## src/rtl/stream_mux_arb.sv

```systemverilog
// Registered N-channel stream mux with fixed, priority and round-robin select; 1-cycle latency.
// Backpressure: inputs are accepted only while the output register is empty or being drained.
module stream_mux_arb #(
    parameter int NCH      = 3,
    parameter int WIDTH    = 8,
    parameter int NARROW_W = 3,
    parameter int PAD_ONES = 1,
    parameter int SELW     = 2
) (
    input  logic                 clk,
    input  logic                 rst_n,
    input  logic [1:0]           mode,
    input  logic [SELW-1:0]      sel,
    input  logic [NCH*WIDTH-1:0] in_data,
    input  logic [NCH-1:0]       in_valid,
    output logic [NCH-1:0]       in_ready,
    output logic [WIDTH-1:0]     out_data,
    output logic                 out_valid,
    input  logic                 out_ready,
    output logic [SELW-1:0]      out_ch,
    output logic                 err_sel
);

    localparam logic [1:0]    MODE_PRIO = 2'b01;
    localparam logic [1:0]    MODE_RR   = 2'b10;
    localparam logic [SELW:0] NCH_W     = (SELW+1)'(NCH);

    logic [WIDTH-1:0] out_data_q, out_data_d;
    logic             out_valid_q, out_valid_d;
    logic [SELW-1:0]  out_ch_q, out_ch_d;
    logic [SELW-1:0]  rr_ptr_q, rr_ptr_d;
    logic             err_sel_q, err_sel_d;

    logic [WIDTH-1:0] ch_word [NCH];
    logic [NCH-1:0]   grant;
    logic [SELW:0]    idx;
    logic [SELW-1:0]  win_idx;
    logic [WIDTH-1:0] win_word;
    logic             fixed_mode, sel_bad, space, xfer;

    // The last channel only drives NARROW_W bits; the rest is a constant pad.
    always_comb begin
        for (int i = 0; i < NCH; i++) begin
            ch_word[i] = in_data[i*WIDTH +: WIDTH];
        end
        for (int b = NARROW_W; b < WIDTH; b++) begin
            ch_word[NCH-1][b] = (PAD_ONES != 0);
        end
    end

    assign fixed_mode = (mode == 2'b00) || (mode == 2'b11);
    assign sel_bad    = ({1'b0, sel} >= NCH_W);

    // Loops run from the least preferred candidate upward so the preferred one is written last.
    always_comb begin
        grant = '0;
        idx   = '0;
        case (mode)
            MODE_PRIO: begin
                for (int i = NCH-1; i >= 0; i--) begin
                    if (in_valid[i]) begin
                        grant    = '0;
                        grant[i] = 1'b1;
                    end
                end
            end
            MODE_RR: begin
                for (int off = NCH-1; off >= 0; off--) begin
                    idx = {1'b0, rr_ptr_q} + (SELW+1)'(off);
                    if (idx >= NCH_W) begin
                        idx = idx - NCH_W;
                    end
                    for (int i = 0; i < NCH; i++) begin
                        if ((idx[SELW-1:0] == SELW'(i)) && in_valid[i]) begin
                            grant    = '0;
                            grant[i] = 1'b1;
                        end
                    end
                end
            end
            default: begin
                for (int i = 0; i < NCH; i++) begin
                    if (sel == SELW'(i)) begin
                        grant[i] = in_valid[i];
                    end
                end
            end
        endcase
    end

    always_comb begin
        win_idx  = '0;
        win_word = '0;
        for (int i = 0; i < NCH; i++) begin
            if (grant[i]) begin
                win_idx  = SELW'(i);
                win_word = ch_word[i];
            end
        end
    end

    assign space    = ~out_valid_q | out_ready;
    assign in_ready = grant & {NCH{space}};
    assign xfer     = |in_ready;

    always_comb begin
        out_valid_d = xfer | (out_valid_q & ~out_ready);
        out_data_d  = xfer ? win_word : out_data_q;
        out_ch_d    = xfer ? win_idx : out_ch_q;
        rr_ptr_d    = rr_ptr_q;
        if (xfer) begin
            rr_ptr_d = (win_idx == SELW'(NCH-1)) ? '0 : win_idx + SELW'(1);
        end
        err_sel_d   = err_sel_q | (fixed_mode & sel_bad & (|in_valid));
    end

    always_ff @(posedge clk or negedge rst_n) begin
        if (!rst_n) begin
            out_data_q  <= '0;
            out_valid_q <= 1'b0;
            out_ch_q    <= '0;
            rr_ptr_q    <= '0;
            err_sel_q   <= 1'b0;
        end else begin
            out_data_q  <= out_data_d;
            out_valid_q <= out_valid_d;
            out_ch_q    <= out_ch_d;
            rr_ptr_q    <= rr_ptr_d;
            err_sel_q   <= err_sel_d;
        end
    end

    assign out_data  = out_data_q;
    assign out_valid = out_valid_q;
    assign out_ch    = out_ch_q;
    assign err_sel   = err_sel_q;

endmodule

```

## config.mk

```make
export PLATFORM = sky130hd
export DESIGN_NAME = stream_mux_arb
export DESIGN_NICKNAME = d
export VERILOG_FILES = /design/src/rtl/stream_mux_arb.sv
export SDC_FILE = /design/constraint.sdc
export NUM_CORES = 1
export LEC_CHECK = 0
export CAP_MARGIN = 5
export CORE_MARGIN = 2
export CORE_UTILIZATION = 44
export CTS_BUF_LIST = sky130_fd_sc_hd__clkbuf_8
export DETAILED_ROUTE_END_ITERATION = 10
export HOLD_SLACK_MARGIN = 0.08
export PLACE_DENSITY = 0.88
export SETUP_SLACK_MARGIN = 0.4
export SLEW_MARGIN = 20
export SYNTH_ARGS = -nofsm -noshare
export SYNTH_HDL_FRONTEND = slang
export SYNTH_SLANG_ARGS = --single-unit
```

## constraint.sdc

```tcl
create_clock -name clk -period 4.73 [get_ports clk]
set_input_delay 0.946 -clock clk [delete_from_list [all_inputs] [get_ports clk]]
set_output_delay 0.946 -clock clk [all_outputs]
set_load 0.03 [all_outputs]
```

# After elaboration in Yosys (flattened, before gate mapping)
# Cells that the tools add are included.
dict set report totals {
  output_inout_bits 15
  wordCells 81
  regBits 14
  input_bits 34
}
dict set report op_classes {
  magnitude_cmp 4
  n_eq_ne 12
  n_reduce_logical 17
  addsub 6
  bitwise 9
  muxes 28
}
# operator count
set ops {}
lappend ops {{3-bit 2-to-1 mux} 11}
lappend ops {{8-bit 2-to-1 mux} 3}
lappend ops {{2-bit 2-to-1 mux} 8}
lappend ops {{2-bit equality test, second input constant} 7}
lappend ops {{2-bit by 1-bit equality test with 1-bit output, second input constant} 5}
lappend ops {{2-bit zero test} 5}
lappend ops {{1-bit logical AND} 9}
lappend ops {{3-bit by 2-bit greater-or-equal comparator with 1-bit output, second input constant} 2}
lappend ops {{3-bit case mux with 2 select lines} 1}
lappend ops {{3-bit OR reduction} 2}
lappend ops {{2-bit subtractor, second input constant} 3}
lappend ops {{1-bit 2-to-1 mux} 5}
lappend ops {{2-bit greater-or-equal comparator, second input constant} 2}
lappend ops {{2-bit by 1-bit adder with 3-bit output, second input constant} 1}
lappend ops {{2-bit by 2-bit adder with 3-bit output, second input constant} 1}
lappend ops {{1-bit AND} 3}
lappend ops {{3-bit AND} 1}
lappend ops {{1-bit bitwise OR} 3}
lappend ops {{2-bit by 1-bit adder with 2-bit output, second input constant} 1}
lappend ops {{1-bit inverter} 2}
lappend ops {{1-bit logical OR} 1}

# Longest topological paths before layout
dict set report depth {
  word_depth 20
  ltp_mapped 8
  mapped_depth_nobuf 7
}

# Worst setup path after synthesis
# OpenSTA, ideal clock, no wires.
dict set report synth_path {
  kind {input -> output}
  from {input port mode[0]}
  to {output port in_ready[1]}
  stages 6
  path_buffers 0
  arrival_ps 2457
  slack_ps 1327
  required_ps 3784
  cell_sequence {inv_1 -> ha_1 -> nand3b_1 -> a221oi_4 -> nor2_4 -> nor2_1}
}
dict set report synth_between {
  elab_chain_cells 3
  word_cells_on_any_way 4
  classes_between {2 x eq/ne; 1 x mux; 1 x bitwise}
}
# element line
set synth_lines {}
lappend synth_lines {{start, declared} 12} ;# input logic [1:0] mode,
lappend synth_lines {{2-bit equality test / 2-bit by 1-bit equality test with 1-bit output (equally long branches)} n/a}
lappend synth_lines {{3-bit case mux with 2 select lines (*)} 58} ;# case (mode)
lappend synth_lines {{3-bit AND (*)} 103} ;# assign in_ready = grant & {NCH{space}};
lappend synth_lines {{end, declared} 16} ;# output logic [NCH-1:0] in_ready,
# Every way passes the cells marked *; elsewhere a longest branch is shown, timed or not.

# Worst setup path in the final report
dict set report layout_path {
  from {input port mode[0]}
  to {output port in_ready[0]}
}
# Same word-level chain as after synthesis.

==> results.md <==
- Worst Path Buf+Inv: 3
- Adder-Cell Fraction of Synth Area: ~5.3%
- Req. time, crit path: between 3 and 4 ns
- GR Overflow Total: 0
- Die area: 2528 um^2
- Worst Hold Class: reg -> reg
- DR WL/cell: ~14 um
- Fraction of layout cells with a size suffix above 1: slightly below 10%
- First-pass GRT wire length: 4.236 mm
- Final worst path period need: 4.100 ns
- Top cell family by delay on the critical path: buffers and inverters
- Most common cell after layout, fill and taps aside: clkdlybuf4s50_1
- Core region area: 1982 um^2
- WP data arrival: roughly 3.2 ns
- Simple-gate share of the synthesized area: roughly 16%
- Xor-xnor portion of the synthesized cell area: 0%
- Fin area: 1440 um^2
- H-Tree Depth: 1
- Fin. Hold Viols: 0
- Clock transition at path regs: about 0.060 ns
- # DRC: 0
- Syn_area_per_cell: 9.713 um^2
- Fin cells: 170
- Achievable Freq: about 0.24 GHz
- Crit path max-delay cell type: clkdlybuf4s50_1
- Fin nets: ~180
- Pins over their slew limit: 0
- Port bufs: 43
- Run status: complete, no violations
- CTS sink cnt: 13
- Netlist cell types: 31
- Cell Chain, Critical Path: clkdlybuf4s50_1, inv_1, ha_1, o21ai_0, nand2_1, a21o_2, nor2_1, clkdlybuf4s50_1
- DR vias/cell: 5.559
- Most common cell on crit path: clkdlybuf4s50_1
- Clock Tree Root: clkbuf_8
- Cell area after synthesis: ~940 um^2
- I/O pin total: between 40 and 50
- Antenna Nets Post-Route: 0
- Register bit total from synthesis: 13
- Worst skew pair latency: ~0.24 ns
- Rel. slew slack: roughly 61%
- Vias in the first global route: between 900 and 1,000
- Register Area: roughly 330 um^2
- Setup CP Type: in -> out
- First-pass DRT Iterations: 4
- Vias: approximately 950
- Peak VDD IR: about 0.00025 V
- CP startpoint kind: input port
- Initial Utilization: 47.54%
- Initial drt markers: 15
- Multi-input logic area: between 500 and 600 um^2
- Synth area leader: dfrtp_1
- Post-synthesis cell count: slightly below 100
- Synth area leaders: dfrtp_1, o22a_1, a2bb2oi_1, ha_1, inv_1
- DP Cell Count: 166
- Die W: 50.28 um
- # diodes: 0
- Hpwl dp: around 1.9 mm
- Post-DP Area: between 1000 and 1500 um^2
- Worst slew pin tran: just under 0.6 ns
- DIE HEIGHT: between 50 and 60 um
- Commonest non-fill, non-tap cells in the layout: clkdlybuf4s50_1, dfrtp_1, inv_1, o22a_1, a2bb2oi_1
- Ys Warns: 0
- Largest net degree at the start of global routing: 14
- Largest family of logic cells by synthesized area: compound AO/OA/AOI/OAI gates
- Worst Setup End Kind: primary output
- Fin Hold WS: between 0.4 and 0.5 ns
- Fill count: roughly 160
- Top-area cell type share of the netlist area: between 30 and 40%
- P_leak: between 0.6 and 0.7 nW
- Register area share after synthesis: 34.53%
- Total nets after synthesis: between 100 and 150
- Setup TNS: 0 ns
- Row cnt: 16
- GRT Total Usage: a little over a fifth
- Compound-cell area share of the yosys netlist: a little over a third
- Total CTS buffers: 3
- Endpoints failing setup: 0
- Max clock buf depth: 2
- RSZ-0062 raised after global routing: false
- Mux cell area share after synthesis: 0%
- RD Place Congestion: roughly 0.74
- CTS tree: yes
- Cell Pwr Density: between 400 and 500 nW/um^2
- Final Skew: 0.001685 ns
- Synthesis-to-layout area growth: 52.86%
- Max-Cap Viols: 0
- Initial antenna violation count: 0
- Top fanout value on the critical path: 8
- CP max stage delay: 0.69 ns
- Period utilization: between 80% and 90%
- WL final: 2.405 mm
## repair_timing
| item | in CTS | in global routing |
|---|---|---|
| hold endpoints to repair | 0 | 0 |
| hold buffers | 0 | 0 |
| buffers inserted | 0 | 0 |
| setup endpoints to repair | 1 | 1 |
| gates resized for setup | 1 | 1 |
## logic make-up after synthesis
family | after synthesis
AO/OA/AOI/OAI | 39
AND/OR/NAND/NOR | 27
buffers and inverters | 14
flip-flops | 13
adder cells (fa/ha/maj) | 4
## metal layers
| metal | vias up | track usage [%] | share of wire [%] |
|---|---|---|---|
| met2 | 39 | 35.09 | 47 |
| met4 | 0 | 6.481 | 1.0 |
| met3 | 4 | 5.357 | 6.4 |
| li1 | 463 | - | - |
| met1 | 439 | 27.95 | 45 |
| met5 | - | 0 | 0 |
## Yosys cell counts
cell type and instances:
o22ai_1 2, buf_4 1, a221o_2 1, nand4_1 1
a41o_1 1, nand2_1 5, o22a_1 8, a21oi_1 3
o21ai_0 5, o2111ai_1 1, a2bb2oi_1 6, dfrtp_1 13
o21bai_1 4, nor2_4 1, nor2b_1 2, nor3_1 5
a221oi_4 1, inv_1 11, nor2_1 5, nor4bb_1 1
buf_6 2, o211ai_2 1, a41o_2 1, nand3b_1 1
or3_1 1, ha_1 4, nand2b_1 4, o311a_1 3
a21o_2 1, a31oi_4 1, or2_4 1
## worst reg2reg max path, cell delays in order (launching register included)
cell	delay, ns
dfrtp_1	0.37
inv_1	0.07
ha_1	0.34
o21bai_1	0.23
a221oi_4	0.11
buf_4	0.18
or2_4	0.24
o311a_1	0.33
o22a_1	0.18
## report_power, final
group          internal, mW  total [mW]  switching, mW  leakage (nW)
Combinational         0.152       0.326          0.174         0.453
Clock                0.0572      0.0970         0.0397        0.0269
Sequential            0.148       0.172         0.0240         0.143
Total                 0.357       0.595          0.238         0.623
## path summary, 6_finish.rpt
check | start | to | slack (ns) | cells past startpoint
min in group asynchronous | rst_n | out_data[6] | 1.08 | 1
setup / recovery | mode[0] | in_ready[0] | 0.63 | 8
hold reg to reg | err_sel | err_sel | 0.47 | 1
setup reg to reg | out_ch[0] | out_data[0] | 2.56 | 8
max in group asynchronous | rst_n | out_data[3] | 3.27 | 1
hold / removal | err_sel | err_sel | 0.47 | 1
## registers in the layout (all words and copies together), names as in the netlist
| name | count |
|---|---|
| err_sel | 1 |
| rr_ptr_q | 1 |
| out_data | 8 |
| out_ch | 2 |
| out_valid | 1 |
## metrics by stage
step	worst slack, ns	power [mW]	utilization [%]
floorplan	1.327	0.3768	-
global placement	0.3751	0.4916	70.20
detailed placement	0.3330	0.4993	70.20
CTS	0.4706	0.5978	72.54
global route	0.4604	0.6282	72.66
finish	0.6298	0.5949	72.66
## cell type report
cell class,instances,share of cell area (%)
Clock buffer,3,2.867
Clock inverter,1,0.2606
Inverter,11,2.867
Multi-Input combinational cell,70,37.97
Sequential cell,13,22.59
Tap cell,27,2.346
Timing Repair Buffer,45,31.10
Power figures use the tool's default switching activity.
